## src/rtl/freq_ratio_meter.sv

```systemverilog
// Measures period and high time of a divided waveform synchronous to i_clk,
// with lock detection over repeated equal periods and a sticky no-edge timeout.
module freq_ratio_meter #(
   parameter int unsigned CNT_W    = 16,
   parameter int unsigned LOCK_CNT = 4
) (
   input  logic             i_clk,
   input  logic             i_rst,
   input  logic             i_en,
   input  logic             i_sig,
   output logic [CNT_W-1:0] o_period,
   output logic [CNT_W-1:0] o_high,
   output logic             o_valid,
   output logic             o_locked,
   output logic             o_timeout
);

   localparam int unsigned MatchW = (LOCK_CNT > 2) ? $clog2(LOCK_CNT) : 1;
   localparam logic [CNT_W-1:0]  CntMax   = '1;
   localparam logic [CNT_W-1:0]  CntOne   = CNT_W'(1);
   localparam logic [MatchW-1:0] MatchMax = MatchW'(LOCK_CNT - 1);
   localparam logic [MatchW-1:0] MatchOne = MatchW'(1);

   typedef enum logic [1:0] {StIdle, StArm, StMeasure} state_e;

   state_e            state_q, state_d;
   logic              sig_q, sig_d;
   logic [CNT_W-1:0]  per_cnt_q, per_cnt_d;
   logic [CNT_W-1:0]  hi_cnt_q, hi_cnt_d;
   logic [MatchW-1:0] match_cnt_q, match_cnt_d;
   logic              first_q, first_d;
   logic [CNT_W-1:0]  period_q, period_d;
   logic [CNT_W-1:0]  high_q, high_d;
   logic              valid_q, valid_d;
   logic              locked_q, locked_d;
   logic              timeout_q, timeout_d;

   logic rise;
   logic active;
   logic capture;
   logic timeout_evt;

   assign rise        = i_sig & ~sig_q;
   assign active      = i_en & ((state_q == StArm) | (state_q == StMeasure));
   assign capture     = i_en & (state_q == StMeasure) & rise;
   // Fires once, on the cycle per_cnt would step onto its saturated value.
   assign timeout_evt = active & ~rise & (per_cnt_q == (CntMax - CntOne));
   assign sig_d       = i_sig;

   // State register and datapath flops
   always_ff @(posedge i_clk) begin
      if (i_rst) begin
         state_q     <= StIdle;
         sig_q       <= 1'b0;
         per_cnt_q   <= '0;
         hi_cnt_q    <= '0;
         match_cnt_q <= '0;
         first_q     <= 1'b0;
         period_q    <= '0;
         high_q      <= '0;
         valid_q     <= 1'b0;
         locked_q    <= 1'b0;
         timeout_q   <= 1'b0;
      end else begin
         state_q     <= state_d;
         sig_q       <= sig_d;
         per_cnt_q   <= per_cnt_d;
         hi_cnt_q    <= hi_cnt_d;
         match_cnt_q <= match_cnt_d;
         first_q     <= first_d;
         period_q    <= period_d;
         high_q      <= high_d;
         valid_q     <= valid_d;
         locked_q    <= locked_d;
         timeout_q   <= timeout_d;
      end
   end

   // Next-state logic
   always_comb begin
      state_d = state_q;
      if (!i_en) begin
         state_d = StIdle;
      end else begin
         unique case (state_q)
            StIdle:    state_d = StArm;
            StArm:     if (rise) state_d = StMeasure;
            StMeasure: if (timeout_evt) state_d = StArm;
            default:   state_d = StIdle;
         endcase
      end
   end

   // Period and high-time counters
   always_comb begin
      per_cnt_d = per_cnt_q;
      hi_cnt_d  = hi_cnt_q;
      if (!active) begin
         per_cnt_d = '0;
         hi_cnt_d  = '0;
      end else if (rise) begin
         per_cnt_d = CntOne;
         hi_cnt_d  = CntOne;
      end else begin
         if (per_cnt_q != CntMax) per_cnt_d = per_cnt_q + CntOne;
         if (i_sig && (hi_cnt_q != CntMax)) hi_cnt_d = hi_cnt_q + CntOne;
      end
   end

   // Capture, lock and timeout outputs
   always_comb begin
      period_d    = period_q;
      high_d      = high_q;
      valid_d     = 1'b0;
      locked_d    = locked_q;
      timeout_d   = timeout_q;
      match_cnt_d = match_cnt_q;
      first_d     = first_q;
      if (!i_en) begin
         locked_d    = 1'b0;
         match_cnt_d = '0;
      end else if (active) begin
         if (rise) begin
            timeout_d = 1'b0;
            if (!capture) begin
               first_d = 1'b1;
            end else begin
               period_d = per_cnt_q;
               high_d   = hi_cnt_q;
               valid_d  = 1'b1;
               first_d  = 1'b0;
               // The first capture after arming has nothing to compare against.
               if (first_q || (per_cnt_q != period_q)) begin
                  match_cnt_d = '0;
                  locked_d    = 1'b0;
               end else if (match_cnt_q == MatchMax) begin
                  locked_d = 1'b1;
               end else begin
                  match_cnt_d = match_cnt_q + MatchOne;
                  if (match_cnt_q == (MatchMax - MatchOne)) locked_d = 1'b1;
               end
            end
         end else if (timeout_evt) begin
            timeout_d   = 1'b1;
            locked_d    = 1'b0;
            match_cnt_d = '0;
         end
      end
   end

   assign o_period  = period_q;
   assign o_high    = high_q;
   assign o_valid   = valid_q;
   assign o_locked  = locked_q;
   assign o_timeout = timeout_q;

endmodule

```

## config.mk

```make
export PLATFORM = sky130hd
export DESIGN_NAME = freq_ratio_meter
export DESIGN_NICKNAME = d
export VERILOG_FILES = /design/src/rtl/freq_ratio_meter.sv
export SDC_FILE = /design/constraint.sdc
export NUM_CORES = 1
export LEC_CHECK = 0
export ABC_AREA = 1
export CAP_MARGIN = 20
export CORE_ASPECT_RATIO = 2
export CORE_UTILIZATION = 28
export DETAILED_ROUTE_END_ITERATION = 10
export PLACE_DENSITY = 0.55
export SYNTH_ARGS = -nofsm -noshare
export SYNTH_HDL_FRONTEND = slang
export SYNTH_SLANG_ARGS = --single-unit
```

## constraint.sdc

```tcl
create_clock -name i_clk -period 1.54 [get_ports i_clk]
set_clock_uncertainty 0.05 [all_clocks]
set_input_delay 0.154 -clock i_clk [delete_from_list [all_inputs] [get_ports i_clk]]
set_output_delay 0.154 -clock i_clk [all_outputs]
set_load 0.05 [all_outputs]
```

Word-level counts from Yosys, hierarchy flattened --
Cells that the tools add are included.
Storage, ports and cells: flip-flop bits (word level) 73, bits of input ports 4, output and inout port bits 35, logic and storage cells 78
Operators by class: add/sub/neg operators 3, equal/unequal tests 13, multiplexer cells 22, bitwise gates (word level) 11, reduce and logical (&&, ||, !) cells 16
Operators with widths (count):
- $add A16 B1 Y16 const B | 2
- $ne A16 B16 Y1 const B | 2
- $eq A16 B16 Y1 const B | 1
- $ne A16 B16 Y1 | 1
- $mux W1 | 14
- $mux W2 | 7
- $reduce_and A4 Y1 | 3
- $and A1 B1 Y1 | 6
- $eq A2 B2 Y1 const B | 3
- $pmux W2 S3 | 1
- $reduce_and A3 Y1 | 2
- $reduce_bool A2 Y1 | 3
- $ne A2 B2 Y1 const B | 2
- $ne A4 B1 Y1 const B | 1
- $not A1 Y1 | 4
- $reduce_or A2 Y1 | 2
- $reduce_or A4 Y1 | 1
- $ne A3 B3 Y1 const B | 1
- $reduce_or A3 Y1 | 1
- $add A2 B1 Y2 const B | 1
- $eq A2 B1 Y1 const B | 1
- $logic_not A2 Y1 | 1
- $ne A2 B1 Y1 const B | 1
- $reduce_and A2 Y1 | 1
- 3 further kinds | 3

Depth between registers and ports, before layout --
word-level depth 7, mapped depth 14, gate-level depth less buffers 14

Worst setup path after synthesis --
OpenSTA, ideal clock, no wires.
path type flip-flop to flip-flop, from reg state_q[0], to reg high_q[10], in the netlist o_high[10], setup time 132 ps, arrival time 1474 ps, required time 1358 ps, path slack -116 ps, stages on the path, launching flop included 11, buffers on the path 1, period minus slack after synthesis 1656 ps, cells stage by stage dfxtp_1 -> inv_1 -> ha_1 -> nand2_1 -> nor2_1 -> inv_2 -> nor2_4 -> inv_2 -> clkbuf_1 -> nand2_1 -> a21oi_1
Between the ends: longest elaborated chain between the ends 4, elaborated cells on any way between the ends 7, classes of those cells 2 x eq/ne; 4 x bitwise; 1 x reduce/logical
RTL lines:
- start: declaration | RTL line 26 | state_e state_q, state_d;
- start signal: assignment | RTL line 53 | state_q <= StIdle;
- start signal: assignment | RTL line 65 | state_q <= state_d;
- $eq A2 B1 Y1 / $eq A2 B2 Y1 (equally long branches) | RTL line 44, 45
- $or A1 B1 Y1 / $and A1 B1 Y1 (equally long branches) | RTL line 44, 45
- $and A1 B1 Y1 (on tied branches) | RTL line 44, 45
- $reduce_and A4 Y1 (no line) *
- end signal: assignment | RTL line 72 | high_q <= high_d;
- end: declaration | RTL line 33 | logic [CNT_W-1:0] high_q, high_d;
Mark *: on every way between the ends. The rest lies on a longest branch, timed or not. A chain may end at the register's enable or synchronous reset.

Worst setup path in the final report --
from reg state_q[1], to reg period_q[4], in the netlist o_period[4]
Between the ends: longest elaborated chain between the ends 4, elaborated cells on any way between the ends 7, classes of those cells 2 x eq/ne; 4 x bitwise; 1 x reduce/logical
RTL lines:
- $eq A2 B1 Y1 / $eq A2 B2 Y1 (equally long branches) | RTL line 44, 45
- $or A1 B1 Y1 / $and A1 B1 Y1 (equally long branches) | RTL line 44, 45
- $and A1 B1 Y1 (on tied branches) | RTL line 44, 45
- $reduce_and A4 Y1 (no line) *
- end signal: assignment | RTL line 71 | period_q <= period_d;
- end: declaration | RTL line 32 | logic [CNT_W-1:0] period_q, period_d;
Marked as above.

==> metrics.md <==
| Metric | Value |
|---|---|
| Status | finished, violations left |
| Failing checks | setup timing |
| Synthesized area | 3721 sq um |
| Worst Max-Slew Pin Slew | 0.3426 ns |
| First-pass GRT wire length | 18.95 mm |
| RSZ-0062 raised after global routing | true |
| IO Pins | 39 |
| Synthesis-stage register bit count | 73 |
| Vias per cell | 4.757 |
| CP Launch Type | flip-flop |
| Via count | 3953 |
| Yosys warnings | 0 |
| Most common cell after layout, fill and taps aside | nand2_1 |
| Worst-case clock buffer depth | 2 |
| Crit-path max FO | 44 |
| GPL Wtd Cong | 0.8720 |
| Net switching power | 1.023 mW |
| Final period utilization | 109.2% |
| NumNets Final | 687 |
| Post-detailed-route wirelength per cell | 14.27 microns |
| Switching share of power | 23.20% |
| Total Neg Setup Slack | -3.570 ns |
| Initial antenna violation count | 0 |
| Number of fill cells in the layout | 1296 |
| Max Cap Violations | 0 |
| Final hold violation count | 0 |
| Synthesized area per cell | 6.929 sq um |
| Share of power burned in registers | 43.2% |
| Gr ovfl total | 0 |
| Max Slew Vio Count | 0 |
| Relative slew slack | 77.16% |
| Leakage | 2.460 nW |
| Port Buf Inserts | 38 |
| Yosys top cell area share | 39.27% |
| 1st-iter DRT viols | 94 |
| Seq/Total Area, Yosys | 39.27% |
| Root Buffer | clkbuf_16 |
| CTS tree | done |
| Dpl cell area | 4942 sq um |
| Setup slack after layout | -0.1419 ns |
| Logic pwr share | 6.1% |
| Share of cells above drive strength 1 | 44.33% |
| Clk sinks | 73 |
| Die Area | 13780 sq um |
| Detail Placement HPWL | 8.492 mm |
| Netlist cell types | 32 |
| Syn Inst Count | 537 |
| Clock share of power | 50.7% |
| Routed WL | 11.86 mm |
| DRC Markers | 0 |
| Arrival time at the worst endpoint | 1.89 ns |
| Commonest cells after routing, fill and taps aside | nand2_1, buf_4, inv_1 |
| Final min period | 1.682 ns |
| Largest net degree at the start of global routing | 45 |
| Register Area | 1494 sq um |
| Row count | 59 |
| Area taken by multi-input logic gates | 2351 sq um |
| Internal | 3.388 mW |
| Fin util | 45.25% |
| Worst min path class | flip-flop to flip-flop |
| Die Height | 165.0 microns |
| Final Power | 4.411 mW |
| Vias in the first global route | 4052 |
| Req. time, crit path | 1.74 ns |
| Cts bufs inserted | 9 |
| Kind of critical path | flip-flop to flip-flop |
| Final instance area | 5879 sq um |
| Die width | 83.52 microns |
| PwrDens | 750.2 nW/um^2 |
| Ant diodes | 0 |
| Antenna-violating nets left | 0 |
| Worst vdd rail ir drop | 0.0005997 V |
| Crit. End Element | flip-flop |
| Hold Buf Count CTS | 0 |
| Net Count, Synth | 550 |
| Reg clk slew, reported paths | 0.06 ns |
| Placeable Area | 12990 sq um |
| Final Setup Violations | 44 |
| First drt pass iteration count | 4 |
| Gr usage total | 17.89% |
| Main area contributors after synthesis | dfxtp_1, nand2_1, inv_1 |
| Async set-reset flop share out of synthesis | 0% |
| EDFF count, synth | 0 |
| Ys flop type | dfxtp_1 |
| Yosys top cell by area | dfxtp_1 |
| Synthesis-to-layout area growth | 58.00% |
| Initial Utilization | 28.64% |
| Worst-Skew Late Latency | 0.34 ns |
| H-tree depth | 3 |
| Fmax | 594.6 MHz |
cell type report:
type | count | area share [%]
multi-input combinational | 378 | 39.99
sequential | 73 | 25.41
timing repair buffer | 143 | 21.22
inverter | 69 | 4.767
clock buffer | 12 | 4.533
tap | 152 | 3.235
clock inverter | 4 | 0.8512
kinds of logic after synthesis:
| kind of cell | Yosys count | synth area share [%] |
|---|---|---|
| and+or+nand+nor | 275 | 32.85 |
| buffers and inverters | 86 | 9.247 |
| AOI/OAI and AO/OA | 76 | 11.37 |
| DFF | 73 | 39.27 |
| xor gates and xnor gates | 18 | 4.237 |
| adders and majority gates | 9 | 3.026 |
cell usage after synthesis (all sizes together) (4+ instances only):
cell    number
nand3       26
xor2        10
buf         14
o21ai       16
xnor2        8
a31oi        4
a211oi      14
nand2      159
nand4        9
dfxtp       73
nor3        10
ha           9
nor2        65
inv         69
a21oi       41
power groups by stage:
stage	logic, mW	clock network (mW)	registers, mW
after floorplan	0.118	0	1.96
after global placement	0.215	0	1.95
after detailed placement	0.221	0	1.95
after CTS	0.243	2.27	1.91
after global routing	0.296	2.34	1.91
final	0.269	2.24	1.91
path summary, 6_finish.rpt:
path | start | endpoint | slack, ns | cells past startpoint
worst max-delay path | state_q[1] | o_period[4] | -0.14 | 9
worst min-delay path | o_locked | o_locked | 0.40 | 2
worst max register to register | state_q[1] | o_period[4] | -0.14 | 9
worst min register to register | o_locked | o_locked | 0.40 | 2
registers in the layout, summed over array words and instances, names as in the netlist:
name and flops:
o_locked 1, per_cnt_q 16, hi_cnt_q 16, o_timeout 1
o_period 16, first_q 1, state_q 2, sig_q 1
o_valid 1, match_cnt_q 2, o_high 16
per-stage QoR:
stage	std cells	setup slack, ns	hold WS (ns)
floorplan	537	0.003012	0.2386
global placement	799	-0.3969	0.3939
detailed placement	799	-0.4532	0.3943
CTS	826	-0.1037	0.4029
global route	831	-0.2031	0.4312
finish	831	-0.1419	0.3981
per-layer routing:
metal	track usage, %	up-vias	wire (microns)
met5	0	-	0
li1	-	1979	-
met1	15.85	1883	4236
met4	10.71	0	503
met3	2.749	30	340
met2	36.89	61	6779
repair_timing:
item,in CTS,in global routing
endpoints found under the setup margin,66,71
gates resized for setup,64,91
setup buffers,10,6
gates cloned,1,0
pin swaps,34,26
worst max-delay path: stages, from the launching register on:
cell	delay (ns)
dfxtp_2	0.35
inv_2	0.05
ha_4	0.27
nand2_2	0.06
nor2_4	0.11
inv_4	0.06
nor2_4	0.14
buf_12	0.15
inv_16	0.08
a211oi_1	0.22
No activity file was read; power rests on OpenSTA's default activity.
